**src/rtl/seg_scan_decoder.sv**
```systemverilog
// Recovers minutes, seconds and two team scores from a scanned 8-digit
// seven-segment display by sampling each digit once its drive has settled.
`timescale 1ns/1ps

module seg_scan_decoder #(
  parameter int SETTLE_CYCLES = 1024
) (
  input  logic       clock,
  input  logic       reset,
  input  logic [7:0] Anode_Activate,
  input  logic [6:0] LED_out,
  output logic [6:0] minutes,
  output logic [6:0] seconds,
  output logic [6:0] team_1,
  output logic [6:0] team_2,
  output logic       frame_valid,
  output logic       pattern_error,
  output logic       anode_error
);

  localparam logic [15:0] CNT_LAST = 16'(SETTLE_CYCLES - 1);

  logic [7:0]  an_q, an_p;
  logic [6:0]  led_q, led_p;
  logic [15:0] cnt;
  logic        armed;
  logic [7:0]  seen;
  logic [3:0]  slot [8];

  logic        changed;
  logic        capture;
  logic [7:0]  low;
  logic        one_low;
  logic        multi_low;
  logic [2:0]  idx;
  logic        dig_ok;
  logic [3:0]  dig_val;
  logic        frame_done;
  logic [7:0]  seen_base;

  function automatic logic [6:0] join_digits(input logic [3:0] tens, input logic [3:0] ones);
    return ({3'b000, tens} * 7'd10) + {3'b000, ones};
  endfunction

  assign changed    = (an_q != an_p) || (led_q != led_p);
  // armed drops after a capture so a long dwell yields exactly one sample
  assign capture    = !changed && armed && (cnt == CNT_LAST);
  assign low        = ~an_q;
  assign one_low    = (low != 8'h00) && ((low & (low - 8'd1)) == 8'h00);
  assign multi_low  = (low != 8'h00) && !one_low;
  assign frame_done = (seen == 8'hFF);
  assign seen_base  = frame_done ? 8'h00 : seen;

  always_comb begin
    idx = 3'd0;
    for (int i = 0; i < 8; i++) begin
      if (low[i]) idx = 3'(i);
    end
  end

  // Active-low cathodes, bit 6 = segment a
  always_comb begin
    dig_ok  = 1'b1;
    dig_val = 4'd0;
    case (led_q)
      7'b0000001: dig_val = 4'd0;
      7'b1001111: dig_val = 4'd1;
      7'b0010010: dig_val = 4'd2;
      7'b0000110: dig_val = 4'd3;
      7'b1001100: dig_val = 4'd4;
      7'b0100100: dig_val = 4'd5;
      7'b0100000: dig_val = 4'd6;
      7'b0001111: dig_val = 4'd7;
      7'b0000000: dig_val = 4'd8;
      7'b0000100: dig_val = 4'd9;
      default:    dig_ok  = 1'b0;
    endcase
  end

  always_ff @(posedge clock or negedge reset) begin
    if (!reset) begin
      an_q  <= 8'hFF;
      an_p  <= 8'hFF;
      led_q <= 7'h7F;
      led_p <= 7'h7F;
      cnt   <= 16'd0;
      armed <= 1'b1;
    end else begin
      an_q  <= Anode_Activate;
      an_p  <= an_q;
      led_q <= LED_out;
      led_p <= led_q;
      if (changed) begin
        cnt   <= 16'd0;
        armed <= 1'b1;
      end else if (capture) begin
        armed <= 1'b0;
      end else if (cnt != CNT_LAST) begin
        cnt <= cnt + 16'd1;
      end
    end
  end

  always_ff @(posedge clock or negedge reset) begin
    if (!reset) begin
      seen          <= 8'h00;
      pattern_error <= 1'b0;
      anode_error   <= 1'b0;
      for (int i = 0; i < 8; i++) slot[i] <= 4'd0;
    end else begin
      pattern_error <= capture && one_low && !dig_ok;
      anode_error   <= capture && multi_low;
      // A completed set is cleared in the same cycle a new capture may land
      if (capture && one_low) begin
        if (dig_ok) begin
          slot[idx] <= dig_val;
          seen      <= seen_base | (8'h01 << idx);
        end else begin
          seen      <= seen_base & ~(8'h01 << idx);
        end
      end else begin
        seen <= seen_base;
      end
    end
  end

  always_ff @(posedge clock or negedge reset) begin
    if (!reset) begin
      minutes     <= 7'd0;
      seconds     <= 7'd0;
      team_1      <= 7'd0;
      team_2      <= 7'd0;
      frame_valid <= 1'b0;
    end else begin
      frame_valid <= frame_done;
      if (frame_done) begin
        minutes <= join_digits(slot[0], slot[1]);
        seconds <= join_digits(slot[2], slot[3]);
        team_2  <= join_digits(slot[4], slot[5]);
        team_1  <= join_digits(slot[6], slot[7]);
      end
    end
  end

endmodule

```
**config.mk**
```make
export PLATFORM = sky130hd
export DESIGN_NAME = seg_scan_decoder
export DESIGN_NICKNAME = d
export VERILOG_FILES = /design/src/rtl/seg_scan_decoder.sv
export SDC_FILE = /design/constraint.sdc
export NUM_CORES = 1
export LEC_CHECK = 0
export BUFFER_PORTS_ARGS = -buffer_cell sky130_fd_sc_hd__buf_2
export CAP_MARGIN = 0
export CORE_ASPECT_RATIO = 1.4
export CORE_MARGIN = 5
export CORE_UTILIZATION = 33
export DETAILED_ROUTE_END_ITERATION = 16
export SLEW_MARGIN = 20
export SYNTH_ARGS = -nofsm -noshare
export SYNTH_HDL_FRONTEND = slang
export SYNTH_SLANG_ARGS = --single-unit
```
**constraint.sdc**
```tcl
create_clock -name clock -period 3.5 [get_ports clock]
set_input_delay 0.7 -clock clock [delete_from_list [all_inputs] [get_ports clock]]
set_output_delay 0.7 -clock clock [all_outputs]
set_load 0.05 [all_outputs]
```
==> results of run 1 <==
## flip-flops by register name (all words and copies together), names as in the netlist
register	count
slot	32
cnt	16
an_p	8
an_q	8
seen	8
led_p	7
led_q	7
minutes	7
seconds	7
team_1	7
team_2	7
anode_error	1
armed	1
frame_valid	1
pattern_error	1
## cells in the mapped netlist, drive strengths merged (5+ instances only)
cell,number
nand2,70
dfstp,31
xor2,30
inv,15
a21o,6
nor3,7
fa,8
ha,25
and3,5
nor4,14
o21ai,38
nor2b,5
nand3,10
mux2,24
or2,6
xnor2,20
buf,6
clkbuf,16
nand4,11
nor2,25
dfrtp,87
o21bai,7
a21oi,10
## power by group through the flow
stage / Clock, mW / Sequential, mW / Combinational [mW]
finish: 1.65 / 1.43 / 0.0839
detailed placement: 0 / 1.45 / 0.0869
floorplan: 0 / 1.43 / 0.0510
global route: 1.76 / 1.43 / 0.0964
global placement: 0 / 1.45 / 0.0852
CTS: 1.70 / 1.42 / 0.0870
## stage by stage
| stage | instance area [µm²] | hold WS (ps) | cells | power, mW |
|---|---|---|---|---|
| after detailed placement | 6340 | 387 | 785 | 1.53 |
| after global placement | 6340 | 381 | 785 | 1.53 |
| after global routing | 6920 | 321 | 817 | 3.28 |
| after floorplan | 5840 | 353 | 517 | 1.48 |
| after CTS | 6920 | 291 | 817 | 3.21 |
| final | 6920 | 283 | 817 | 3.16 |
## worst min path at each step
stage             from          to  cells after the start
5_1_grt          reset  minutes[2]                      1
6_report         reset  minutes[2]                      1
4_1_cts          reset  minutes[2]                      1
2_1_floorplan  an_q[2]     an_p[2]                      0
3_5_place_dp   an_q[0]     an_p[0]                      0
3_3_place_gp   an_q[0]     an_p[0]                      0
## layout make-up
class / count / area [µm²] / share of cell area
clock buffers: 25 / 539 / 0.0779
clock inverters: 7 / 38.8 / 0.00560
inverters: 16 / 60.1 / 0.00868
multi-input cells: 361 / 2690 / 0.389
flip-flops and latches: 118 / 2990 / 0.432
well taps: 236 / 295 / 0.0427
repair buffers: 54 / 303 / 0.0437
## worst reg2reg max path: cells and delay by family, from the launching register on
family / cells / cell delay, ps
buffers and inverters: 1 / 290
DFF: 1 / 400
muxes: 1 / 380
and+or+nand+nor: 4 / 1720
## routing by layer
layer / up-vias / part of all wire / GRT usage
met2: 64 / 0.52 / 0.221
met5: - / 0 / 0
met4: 0 / 0.018 / 0.0434
li1: 1904 / - / -
met1: 1961 / 0.43 / 0.151
met3: 14 / 0.031 / 0.0273
## cells by family after synthesis
group           synth area share
compound gates            0.0776
xor+xnor                  0.0750
fa+ha+maj                 0.0827
buf+inv                   0.0261
flops                      0.512
mux                       0.0482
simple gates               0.178
## cells in the final DEF, fill, tap and decap left out, types with 4 or more instances in the layout
cell type	netlist	final
sky130_fd_sc_hd__xor2_1	30	30
sky130_fd_sc_hd__o21bai_1	7	7
sky130_fd_sc_hd__a21o_1	6	6
sky130_fd_sc_hd__ha_1	25	25
sky130_fd_sc_hd__nor4b_1	4	4
sky130_fd_sc_hd__dfrtp_1	87	87
sky130_fd_sc_hd__nor4_4	6	6
sky130_fd_sc_hd__a21oi_1	10	10
sky130_fd_sc_hd__dfstp_2	31	31
sky130_fd_sc_hd__fa_1	8	8
sky130_fd_sc_hd__nor2b_1	5	5
sky130_fd_sc_hd__buf_4	0	7
sky130_fd_sc_hd__and3_1	5	5
sky130_fd_sc_hd__o21ai_1	7	7
sky130_fd_sc_hd__buf_2	2	46
sky130_fd_sc_hd__or2_2	5	5
sky130_fd_sc_hd__mux2_2	21	21
sky130_fd_sc_hd__clkbuf_16	0	20
sky130_fd_sc_hd__inv_1	15	15
sky130_fd_sc_hd__nand4_1	11	11
sky130_fd_sc_hd__nor3_1	7	7
sky130_fd_sc_hd__xnor2_1	20	20
sky130_fd_sc_hd__nor2_1	25	25
sky130_fd_sc_hd__nand3_1	8	8
sky130_fd_sc_hd__nor4_1	7	7
sky130_fd_sc_hd__clkinv_2	0	6
sky130_fd_sc_hd__o21ai_0	31	31
sky130_fd_sc_hd__nand2_1	70	70
==> implementation parameters, run 1 <==
Parameter                              Value

Setup path
  Family with the most delay on the worst path ... simple AND/OR/NAND/NOR gates
  Worst path slowest cell ... sky130_fd_sc_hd__or4_4
  CP required ... 3780 ps
  Slack of the worst reg-to-reg path ... 590 ps
  Kind of start point of the critical path ... flip-flop
  Timing startpoint of the critical path ... cnt[10]
  Count of buffering cells on the critical path with inverters included ... 1
  Capture instance of the worst register-to-register path ... slot[27]
  Endpoint kind of the worst setup timing path ... flip-flop
  Biggest cell delay along the critical path ... 580 ps
  Source of the worst register-to-register timing path ... cnt[10]
  Number of logic stages on the critical path including buffering ... 6
  Cell depth of the worst flop-to-flop path ... 6
  Endpoint of the worst setup timing path ... slot[27]
  Max FO, Critical Path ... 11
  Worst endpoint data arrival time ... 3200 ps
  Most numerous cell on the critical path ... sky130_fd_sc_hd__nor4_4
  Cell Chain, Critical Path ... or4_4 > nor4_4 > nand3_2 > buf_4 > nor4_4 > mux2_2
  Critical path class ... flip-flop to flip-flop

Timing
  Transition time at the pin with the least slew margin ... 790 ps
  Setup repair after global routing missed its margin ... false
  Final setup TNS ... 0 ps
  Slew Viols, Final ... 0
  Endpoints failing hold ... 0
  Final critical-path share of the clock period ... 0.832
  Setup slack after layout ... between 500 and 600 ps
  Max-slew headroom ... 0.474
  Max Freq ... 343 MHz
  Setup-violating endpoint count in the final report ... 0
  Min cycle time layout ... 2910 ps
  Worst clock skew ... 9.22 ps

Cells and area
  Antenna Diode Count ... 0
  Net count reported at finish ... roughly 600
  Layout cell share with drive strength beyond 1 ... 0.270
  Fill cells ... 1731
  Utilization after layout ... 0.398
  Synthesis-to-layout area growth ... 18.6%

Pwr
  Switching component of the power ... 0.666 mW
  Combinational share of power ... 0.027
  Cell Pwr Density ... 457 mW/mm²
  Clk network pwr share ... 0.522
  Peak supply drop ... 0.302 mV
  Switching part of the total ... 0.211
  Sequential group share of total power ... 0.451
  Cell-internal power ... 2.49 mW
  Leak Pwr ... about 3.2 nW

Global routing
  Antenna violations before repair ... 0
  Congestion Overflow GR ... 0
  Global-route total usage across every layer ... 0.126
  Vias in the first global route ... 4110
  Wire length of the first global-routing pass ... 20800 µm
  Pin count of the biggest net entering global routing ... 79

Synth
  Share of flip-flops with an asynchronous set or reset ... 1.00
  Number of warnings reported in the yosys synthesis log ... 0
  Number of storage elements in the synthesis netlist ... 118
  Post-Syn Nets ... approximately 570
  Top_reg_cell synth ... sky130_fd_sc_hd__dfrtp_1
  Area share of the largest cell type after synthesis ... 0.373
  Average cell area after synthesis ... ~11 µm²
  Number of enable flip-flop cells after synthesis ... 0
  Top post-synthesis cells by area ... sky130_fd_sc_hd__dfrtp_1 37%, sky130_fd_sc_hd__dfstp_2 14%, sky130_fd_sc_hd__ha_1 5.4%
  Synthesized netlist cell count ... 517
  Combined area of all synthesized cells ... 0.00584 mm²
  Sequential-to-total area share from yosys stat ... 0.512
  Synth area leader ... sky130_fd_sc_hd__dfrtp_1
  Number of unique standard cell types used by synthesis ... 57

Drt
  Number of routed nets with antenna violations ... 0
  WL final ... 12100 µm
  DR WL/cell ... around 15 µm
  Via/cell ratio ... 4.83
  1st-pass router iterations ... 4
  DR DRC count ... 0
  Vias post-DR ... approximately 3900
  DRC violation total after the first TritonRoute iteration ... 126

Die
  Full die area ... 0.0205 mm²
  Area of the core region ... 0.0174 mm²
  Die Span Y ... roughly 170 µm
  Initial Utilization ... 0.335
  Number of top-level design ports ... 48
  Total number of placement rows ... 57
  Die extent in x ... 122 µm

Clock tree
  Clock tree from TritonCTS ... done
  CTS Hold Bufs ... 0
  Clock net sink count ... 118
  Buffers from clock root to sink, at most ... 2
  Setup Buffers After CTS ... 0
  Post-cts sizing count ... 0
  TritonCTS buffer count ... 17
  Clock root buffer master ... sky130_fd_sc_hd__clkbuf_16
  Clock Latency Late Sink ... 400 ps
  H-tree levels ... 4
  Clock Pin Slew Worst Setup and Hold Paths ... 50 ps

Placed design
  Half-perimeter wire length after detailed placement ... 8610 µm
  Worst Setup Slack post-DPL ... 577 ps
  Total of buffers placed on input and output ports ... 47
  Routability congestion estimate from global placement ... 0.847

Job
  Number of violations of the max-capacitance limit ... 0

Hold path
  Worst hold-check path type ... input port to asynchronous set/reset pin

Run status
  Result of the run ... completed
Note: power is estimated with default switching activity, not from simulation.
==> inputs of run 2 (changes only) <==
clock period = 3 ns   (was 3.5 ns; I/O delays follow)
==> run 2 against run 1 <==
  * Via count is 1.4% lower
  * Combinational power is 19% higher
  * Non-clock buffer count is 6 higher
  * Cell area is 0.87% higher
  * Routed wire length is 1.7% lower
  * Highest routed layer unchanged
  * Largest cell class unchanged
==> implementation parameters, run 2 (synthesized netlist as in run 1, its figures left out) <==
Parameter                              Value

Setup path
  Worst endpoint data arrival time ... 2930 ps (-270 ps)
  Max FO, Critical Path ... 7 (-4)
  Slack of the worst reg-to-reg path ... 360 ps (-230 ps)
  CP required ... 3290 ps (-490 ps)
  Endpoint kind of the worst setup timing path ... flip-flop
  Source of the worst register-to-register timing path ... cnt[10]
  Cell depth of the worst flop-to-flop path ... 6 (unchanged)
  Critical path class ... flip-flop to flip-flop
  Kind of start point of the critical path ... flip-flop
  Capture instance of the worst register-to-register path ... slot[31]

Hold path
  Worst hold-check path type ... input port to asynchronous set/reset pin

Clock tree
  CTS Hold Bufs ... 0 (unchanged)
  Clock root buffer master ... sky130_fd_sc_hd__clkbuf_16
  Buffers from clock root to sink, at most ... 2 (unchanged)
  Clock net sink count ... 118 (unchanged)
  Setup Buffers After CTS ... 0 (unchanged)
  Clock tree from TritonCTS ... done
  Clock Latency Late Sink ... 410 ps (about the same)
  H-tree levels ... 4 (unchanged)
  TritonCTS buffer count ... 17 (unchanged)
  Clock Pin Slew Worst Setup and Hold Paths ... 50 ps (about the same)
  Post-cts sizing count ... 0 (unchanged)

Timing
  Setup-violating endpoint count in the final report ... 0 (unchanged)
  Max-slew headroom ... 0.420 (-0.0531)
  Final setup TNS ... 0 ps (unchanged)
  Final critical-path share of the clock period ... 0.880 (+0.0484)
  Setup slack after layout ... 359 ps (-229 ps)
  Endpoints failing hold ... 0 (unchanged)
  Transition time at the pin with the least slew margin ... 869 ps (+79.7 ps)
  Max Freq ... 379 MHz (+10%)
  Slew Viols, Final ... 0 (unchanged)
  Setup repair after global routing missed its margin ... false
  Worst clock skew ... 10.7 ps (+1.47 ps)
  Min cycle time layout ... 2640 ps (-271 ps)

Cells and area
  Most used cells in the layout excluding fill and tap cells ... 87 x sky130_fd_sc_hd__dfrtp_1, 70 x sky130_fd_sc_hd__nand2_1, 46 x sky130_fd_sc_hd__buf_2
  Fill cells ... 1718 (-0.75%)
  Flip-flop count of the largest register after layout ... 32 (unchanged)
  Biggest registers after layout ... slot x32, cnt x16
  Antenna Diode Count ... 0 (unchanged)
  Net count reported at finish ... 624 (+0.97%)
  Most common library cell in the layout ignoring fill and taps ... sky130_fd_sc_hd__dfrtp_1
  Area used by multi-input combinational logic ... 0.00269 mm² (unchanged)
  Reg area ... 0.00299 mm² (unchanged)
  Synthesis-to-layout area growth ... 19.6%
  Top reg by flops ... slot
  Layout cell share with drive strength beyond 1 ... 0.276 (+0.00576)

Die
  Number of top-level design ports ... 48 (unchanged)
  Die Span Y ... 167 µm (unchanged)
  Area of the core region ... 0.0174 mm² (unchanged)
  Full die area ... 0.0205 mm² (unchanged)
  Initial Utilization ... 0.335 (unchanged)
  Total number of placement rows ... 57 (unchanged)
  Die extent in x ... 122 µm (unchanged)

Placed design
  Worst Setup Slack post-DPL ... 347 ps (-230 ps)
  Half-perimeter wire length after detailed placement ... 8810 µm (+2.2%)
  Routability congestion estimate from global placement ... 0.823 (-2.8%)
  Total of buffers placed on input and output ports ... 47 (unchanged)

Global routing
  Congestion Overflow GR ... 0 (unchanged)
  Antenna violations before repair ... 0 (unchanged)
  Vias in the first global route ... 4157 (+1.1%)
  Pin count of the biggest net entering global routing ... 54 (-32%)
  Wire length of the first global-routing pass ... 20700 µm (-0.80%)
  Global-route total usage across every layer ... 0.125 (-0.000580)

Drt
  1st-pass router iterations ... 4 (unchanged)
  Via/cell ratio ... 4.72 (-2.1%)
  DRC violation total after the first TritonRoute iteration ... 192 (+52%)
  Number of routed nets with antenna violations ... 0 (unchanged)
  WL final ... 11900 µm (-1.7%)
  Vias post-DR ... 3887 (-1.4%)
  DR DRC count ... 0 (unchanged)
  DR WL/cell ... 14.4 µm (-2.4%)

Pwr
  Total power of the final layout ... 3.76 mW (+19%)
  Peak supply drop ... 0.313 mV (+3.7%)
  Cell Pwr Density ... 538 mW/mm² (+18%)
  Leak Pwr ... 3.25 nW (+1.0%)

Job
  Number of violations of the max-capacitance limit ... 0 (unchanged)

Run status
  Result of the run ... completed
[run 2: worst max-delay path: stages (launching register included)]
cell and delay [ps]:
sky130_fd_sc_hd__dfrtp_1 400, sky130_fd_sc_hd__or4_4 580, sky130_fd_sc_hd__nor4_4 320, sky130_fd_sc_hd__nand3_2 140, sky130_fd_sc_hd__buf_4 190, sky130_fd_sc_hd__nor4_2 500, sky130_fd_sc_hd__mux2_2 390
[run 2: final cells by class]
class / instances / area share
inverters: 16 / 0.00860
repair buffers: 60 / 0.0498
multi-input cells: 361 / 0.386
flip-flops and latches: 118 / 0.428
clock inverters: 7 / 0.00914
well taps: 236 / 0.0423
clock buffers: 25 / 0.0758
[run 2: stage by stage]
| step | instances | utilization | cell area (µm²) | hold slack, ps |
|---|---|---|---|---|
| 3_3_place_gp | 791 | 0.367 | 6390 | 384 |
| 4_1_cts | 823 | 0.401 | 6980 | 239 |
| 2_1_floorplan | 517 | - | 5840 | 304 |
| 3_5_place_dp | 791 | 0.367 | 6390 | 388 |
| 5_1_grt | 823 | 0.401 | 6980 | 267 |
| 6_report | 823 | 0.401 | 6980 | 222 |
[run 2: worst max path at each step]
stage                     endpoint     start  slack (ps)
final                     slot[31]   cnt[10]         360
after global placement    slot[16]   cnt[10]         420
after floorplan           slot[10]  led_q[2]         270
after CTS                 slot[31]   cnt[10]         340
after detailed placement  slot[31]   cnt[10]         350
after global routing      slot[31]   cnt[10]         220
[run 2: routing by layer]
metal	share of wire	global-route usage
met4	0.015	0.0385
met2	0.52	0.215
met5	0	0
met1	0.43	0.153
met3	0.035	0.0334
[run 2: power breakdown]
part / total (mW) / internal (mW) / switching [mW]
registers: 1.66 / 1.63 / 0.0306
clock network: 1.99 / 1.30 / 0.690
logic: 0.0995 / 0.0386 / 0.0609
